### src/rtl/gray_hgrad.sv
// Horizontal-gradient stage for a gray pixel stream: |x - x_prev| per row,
// a threshold edge flag and row/frame position markers, one output register.
module gray_hgrad #(
    parameter int unsigned width_p      = 8,
    parameter int unsigned line_width_p = 640,
    parameter int unsigned height_p     = 480
) (
    input  logic               clk_i,
    input  logic               reset_i,
    input  logic               valid_i,
    input  logic [width_p-1:0] gray_i,
    output logic               ready_o,
    input  logic [width_p-1:0] threshold_i,
    output logic               valid_o,
    output logic [width_p-1:0] grad_o,
    output logic               edge_o,
    output logic               eol_o,
    output logic               sof_o,
    output logic               eof_o,
    input  logic               ready_i
);

    localparam int unsigned COL_W = (line_width_p > 1) ? $clog2(line_width_p) : 1;
    localparam int unsigned ROW_W = (height_p > 1) ? $clog2(height_p) : 1;
    localparam int unsigned DIF_W = width_p + 1;

    localparam logic [COL_W-1:0] COL_LAST = COL_W'(line_width_p - 1);
    localparam logic [ROW_W-1:0] ROW_LAST = ROW_W'(height_p - 1);

    logic [COL_W-1:0]   r_col;
    logic [ROW_W-1:0]   r_row;
    logic [width_p-1:0] r_prev;
    logic               r_valid;
    logic [width_p-1:0] r_grad;
    logic               r_edge;
    logic               r_eol;
    logic               r_sof;
    logic               r_eof;

    logic               w_accept;
    logic               w_col0;
    logic               w_eol;
    logic               w_sof;
    logic               w_eof;
    logic [DIF_W-1:0]   w_gray_x;
    logic [DIF_W-1:0]   w_prev_x;
    logic [DIF_W-1:0]   w_abs;
    logic [width_p-1:0] w_grad;
    logic               w_edge;

    // Skid-free output stage: accept whenever the output slot is free or draining
    assign ready_o  = ready_i | ~r_valid;
    assign w_accept = valid_i & ready_o;

    // Position flags and absolute difference for the pixel being accepted
    always_comb begin
        w_col0   = (r_col == '0);
        w_eol    = (r_col == COL_LAST);
        w_sof    = w_col0 && (r_row == '0);
        w_eof    = w_eol && (r_row == ROW_LAST);
        w_gray_x = DIF_W'(gray_i);
        w_prev_x = DIF_W'(r_prev);
        w_abs    = (w_gray_x >= w_prev_x) ? (w_gray_x - w_prev_x) : (w_prev_x - w_gray_x);
        w_grad   = w_col0 ? '0 : width_p'(w_abs);
        w_edge   = (w_grad > threshold_i);
    end

    // Column/row position and previous-pixel tracking, advanced only on accept
    always_ff @(posedge clk_i) begin
        if (reset_i) begin
            r_col  <= '0;
            r_row  <= '0;
            r_prev <= '0;
        end else if (w_accept) begin
            r_prev <= gray_i;
            if (w_eol) begin
                r_col <= '0;
                r_row <= (r_row == ROW_LAST) ? '0 : (r_row + ROW_W'(1));
            end else begin
                r_col <= r_col + COL_W'(1);
            end
        end
    end

    // Output register: load on accept, clear valid on drain, hold on stall
    always_ff @(posedge clk_i) begin
        if (reset_i) begin
            r_valid <= 1'b0;
            r_grad  <= '0;
            r_edge  <= 1'b0;
            r_eol   <= 1'b0;
            r_sof   <= 1'b0;
            r_eof   <= 1'b0;
        end else if (w_accept) begin
            r_valid <= 1'b1;
            r_grad  <= w_grad;
            r_edge  <= w_edge;
            r_eol   <= w_eol;
            r_sof   <= w_sof;
            r_eof   <= w_eof;
        end else if (ready_i) begin
            r_valid <= 1'b0;
        end
    end

    assign valid_o = r_valid;
    assign grad_o  = r_grad;
    assign edge_o  = r_edge;
    assign eol_o   = r_eol;
    assign sof_o   = r_sof;
    assign eof_o   = r_eof;

endmodule

### config.mk
export PLATFORM = sky130hd
export DESIGN_NAME = gray_hgrad
export DESIGN_NICKNAME = d
export VERILOG_FILES = /design/src/rtl/gray_hgrad.sv
export SDC_FILE = /design/constraint.sdc
export NUM_CORES = 1
export LEC_CHECK = 0
export BUFFER_PORTS_ARGS = -buffer_cell sky130_fd_sc_hd__clkbuf_2
export CAP_MARGIN = 30
export CORE_MARGIN = 3
export CORE_UTILIZATION = 26
export CTS_CLUSTER_DIAMETER = 60
export DETAILED_ROUTE_END_ITERATION = 10
export PLACE_DENSITY_LB_ADDON = 0.2
export SLEW_MARGIN = 40
export SYNTH_ARGS = -nofsm -noshare
export SYNTH_HDL_FRONTEND = slang
export SYNTH_SLANG_ARGS = --single-unit
export TNS_END_PERCENT = 100
### constraint.sdc
create_clock -name clk_i -period 3.4 [get_ports clk_i]
set_input_delay 0.51 -clock clk_i [delete_from_list [all_inputs] [get_ports clk_i]]
set_output_delay 0.51 -clock clk_i [all_outputs]
set_load 0.01 [all_outputs]
# --- Word-level counts from Yosys, hierarchy flattened ---
# Cells that the tools add are included.
word_totals:
  regBits: 40
  input_bits: 20
  elab_cells: 32
op_classes:
  add_sub_neg: 4
  order_cmp: 2
  eq_ne: 2
  n_mux: 6
  bitwise_logic: 3
  n_reduce_logical: 6
op_table:
  columns: ["cell", "n"]
  rows:
  - ["$mux 8", 2]
  - ["$sub 8x8->8", 2]
  - ["$add 10x1->10 const B", 1]
  - ["$eq 10x10->1 const B", 1]
  - ["$logic_not 10->1", 1]
  - ["$mux 10", 1]
  - ["$add 9x1->9 const B", 1]
  - ["$eq 9x9->1 const B", 1]
  - ["$logic_not 9->1", 1]
  - ["$mux 9", 1]
  - ["$ge 8x8->1", 1]
  - ["$gt 8x8->1", 1]
  - ["$logic_and 1x1->1", 2]
  - ["$mux 1", 2]
  - ["$reduce_and 2->1", 1]
  - ["$reduce_bool 2->1", 1]
  - ["$and 1x1->1", 1]
  - ["$not 1->1", 1]
  - ["$or 1x1->1", 1]

# --- Longest topological paths before layout ---
depth:
  word_depth: 4
  depth_mapped: 17
  mapped_depth_nobuf: 17

# --- Worst setup path before layout ---
# OpenSTA, ideal clock, no wires.
synth_timing:
  path_kind: "input port to flip-flop"
  startpoint: "input gray_i[0]"
  endpoint: "register r_edge (netlist: edge_o)"
  setup_time_ns: 0.134
  arrival_time_ns: 3.235
  required_time_ns: 3.266
  slack_ns: 0.031
  stages: 16
  n_path_buf: 0
  cell_sequence: "inv_1 -> ha_1 -> inv_1 -> fa_1 -> nand3_1 -> nand3_2 -> a311oi_4 -> mux2i_1 -> xor2_1 -> nor2_1 -> ha_1 -> o21a_1 -> o21a_1 -> o21ai_0 -> a31o_2 -> a21oi_1"
synth_between:
  elab_chain_len: 4
synth_lines:
  columns: ["element", "line_no", "text"]
  rows:
  - ["from (decl)", "11", "input logic [width_p-1:0] gray_i,"]
  - ["$sub 8x8->8 or $ge 8x8->1 (tied branches)", "63", "w_abs = (w_gray_x >= w_prev_x) ? (w_gray_x - w_prev_x) : (w_prev_x - w_gray_x);"]
  - ["$mux 8 *", "63", null]
  - ["$mux 8 *", "64", "w_grad = w_col0 ? '0 : width_p'(w_abs);"]
  - ["named net w_grad[2]", "48", "logic [width_p-1:0] w_grad;"]
  - ["$gt 8x8->1 *", "65", "w_edge = (w_grad > threshold_i);"]
  - ["to (signal assigned)", "97", "r_edge <= w_edge;"]
  - ["to (decl)", "35", "logic r_edge;"]
# Mark *: on every way through the listed nets, which the timed path passes. The rest lies on a longest branch.
# A chain may end at the register's enable or synchronous reset.

# --- Final worst setup path ---
layout_timing:
  startpoint: "register r_prev[0]"
  endpoint: "register r_edge (netlist: edge_o)"
layout_between:
  elab_chain_len: 4
layout_lines:
  columns: ["element", "line_no", "text"]
  rows:
  - ["from (decl)", "32", "logic [width_p-1:0] r_prev;"]
  - ["from (signal assigned)", "75", "r_prev <= gray_i;"]
  - ["$sub 8x8->8 or $ge 8x8->1 (tied branches)", "63", null]
  - ["$mux 8 *", "63", null]
  - ["$mux 8 *", "64", null]
  - ["named net w_grad[1]", "48", null]
  - ["$gt 8x8->1 *", "65", null]
# Marks and branches as above.

==> results_dict.tcl <==
set metrics [dict create \
    outcome "finished clean" \
    yosys-top-cells-area "dfxtp_1, ha_1, xor2_1" \
    rsz0062_at_grt "no" \
    netlist.area_leader.share 0.309 \
    period_needed_ns 3.10 \
    fin_nets 416 \
    via_per_inst 4.55 \
    drt-total-wl_um 6130 \
    max_freq_mhz 323 \
    multi_input_area_mm2 0.00163 \
    p_leak_uw 0.00141 \
    n_antenna_cell 0 \
    dr.pass1.iters 4 \
    die_w_um 106 \
    setup_viol 0 \
    synth_edf_count 0 \
    cp_max_fo 4 \
    synth_top_area_cell "dfxtp_1" \
    dpl.cell_count 489 \
    synth_flop_cell "dfxtp_1" \
    drtIter0Drc 48 \
    grt_use_met2 0.203 \
    synth.avg_cell_area_um2 8.19 \
    die-area_mm2 0.0112 \
    layout.cells.non_filler 497 \
    vias 2263 \
    hold_violations 0 \
    drive_above_1_share 0.220 \
    power_density_mw_per_mm2 392 \
    drv_cap 0 \
    antenna_found_initial 0 \
    reg2reg_slack_ns 0.30 \
    cts-root-buf "clkbuf_8" \
    clock_latency_ns 0.30 \
    synthToLayoutAreaGrowth_pct 23.0 \
    numCtsBuffers 5 \
    drv_slew 0 \
    rows 35 \
    yosysUniqueCellTypes 44 \
    worst_pin_slew_ns 0.465 \
    grt.overflow.total 0 \
    cp-end-kind "flip-flop" \
    grtUsageMet3 0.0208 \
    cts_tree "built" \
    drc 0 \
    async_reset_ff_frac 0 \
    start_util 0.274 \
    io_buffers 33 \
    hp-class "input port to flip-flop" \
    relSlewSlack 0.689 \
    seq_area_um2 803 \
    busiest_layer "met2" \
    synth-seq-cells 40 \
    place_congestion 0.801 \
    cts.path.max_buffers 2 \
    die_h_um 106 \
    postCtsSetupBuffers 0 \
    grt_pass1_vias 2196 \
    grt_pass1_wl_um 10500 \
    synth_seq_area_share 0.309 \
    cts_hold_buffers 0 \
    crit_path_start_kind "flip-flop" \
    syn_inst 316 \
    clock_sinks 40 \
    core_area_mm2 0.00946 \
    hpwl_um 4700 \
    synth_nets 365 \
    timing.final.crit_share 0.911 \
    syn-cell-area_mm2 0.00259 \
    total_power_uw 1250 \
    criticalPathCategory "flip-flop to flip-flop" \
    ant_nets 0 \
    wl_per_cell_um 12.3 \
    fillers 1053 \
    use_met1 0.141 \
    grt_usage 0.113 \
    ys_warn_count 0 \
    path_clk_slew_ns 0.09 \
    grt_max_degree 24 \
    crit_arrival_ns 3.29 \
    htreeDepth 2 \
    finClkSkew_ns 0.00701 \
    ios 34 \
    required_ns 3.59 \
    cts_resized 0 \
    ir_drop_mv 0.149 \
]
-- layer usage --
layer / up-vias / wire length [µm] / share of wire
met2: 18 / 3080 / 0.50
met3: 5 / 131 / 0.021
met5: - / 0 / 0
met4: 0 / 51 / 0.0083
met1: 1066 / 2870 / 0.47
li1: 1174 / - / -
-- synthesized netlist by cell type, types with 3 or more instances --
master    instances
xor2_1           16
inv_1            30
dfxtp_1          40
mux2i_1           9
clkbuf_1         12
a21oi_1          22
nand4_1          11
nor4b_1           3
nor2_1           33
xnor2_1           5
o21ai_0           5
a21o_1            3
nand2_1          35
nand3b_1          6
a211oi_1          4
and3_1            5
nor2b_1           3
ha_1             27
o31ai_1           5
nand3_1           8
nand2b_1          3
-- cell usage in the layout (no fill, tap or decap), types with 3 or more instances in the layout --
cell       n
dfxtp_1   38
nand2_1   35
nor2_1    33
clkbuf_2  33
inv_1     30
ha_1      27
buf_4     23
a21oi_1   21
xor2_1    16
nand4_1   11
nand3_1    7
mux2i_1    7
nand3b_1   6
o21ai_0    5
xnor2_1    5
and3_1     5
o31ai_1    5
clkbuf_8   5
a211oi_1   4
nor4b_1    3
a21o_1     3
nand2b_1   3
nor2b_1    3
-- worst paths after layout --
| check | end | from | cells past startpoint |
|---|---|---|---|
| worst min-delay path | r_prev[7] | gray_i[7] | 3 |
| worst min register to register | edge_o | edge_o | 2 |
| worst max register to register | edge_o | r_prev[0] | 16 |
| worst max-delay path | edge_o | r_prev[0] | 16 |
-- report_power, final --
| group | internal, µW | switching [µW] | total [µW] |
|---|---|---|---|
| Sequential | 485 | 10.8 | 495 |
| Combinational | 160 | 171 | 332 |
| Clock | 222 | 198 | 419 |
-- worst max-delay path: stages (launching register included) --
cell and delay [ns]:
dfxtp_2 0.35, ha_1 0.15, inv_1 0.05, fa_1 0.40, nand3_2 0.11, nand3_2 0.10
a311oi_4 0.26, buf_6 0.17, mux2i_1 0.23, nor2_1 0.06, ha_1 0.28, nor2b_1 0.13
o21a_1 0.16, o21a_1 0.16, o21ai_0 0.13, a31o_2 0.17, a21oi_1 0.05
-- kinds of logic (layout without fill, tap and decap cells) --
group | Yosys count | count (layout) | synth area share
simple gates | 120 | 120 | 0.232
compound gates | 53 | 53 | 0.140
buf+inv | 44 | 96 | 0.0672
flops | 40 | 40 | 0.309
fa+ha+maj | 29 | 29 | 0.146
xor+xnor | 21 | 21 | 0.0711
mux | 9 | 9 | 0.0348
-- per-stage QoR --
stage | TNS, ns | instance area (µm²) | utilization | setup slack, ns | hold slack [ns]
6_report | 0 | 3180 | 0.336 | 0.302 | 0.440
4_1_cts | 0 | 3160 | 0.334 | 0.146 | 0.436
2_1_floorplan | 0 | 2590 | - | 0.0311 | 0.436
5_1_grt | 0 | 3180 | 0.336 | 0.0348 | 0.460
3_5_place_dp | -0.117 | 3040 | 0.321 | -0.117 | 0.448
3_3_place_gp | -0.0954 | 3040 | 0.321 | -0.0954 | 0.445
-- flip-flops by register name (all words and copies together), names as in the netlist --
register,cells
r_row,9
sof_o,1
r_prev,8
eol_o,1
valid_o,1
r_col,10
grad_o,8
eof_o,1
edge_o,1
-- layout make-up --
cell class	count	share of cell area
sequential	40	0.252
tap	129	0.0507
timing repair buffer	58	0.113
inverter	30	0.0354
clock inverter	3	0.0145
multi-input combinational	232	0.512
clock buffer	5	0.0216
Power figures use the tool's default switching activity.
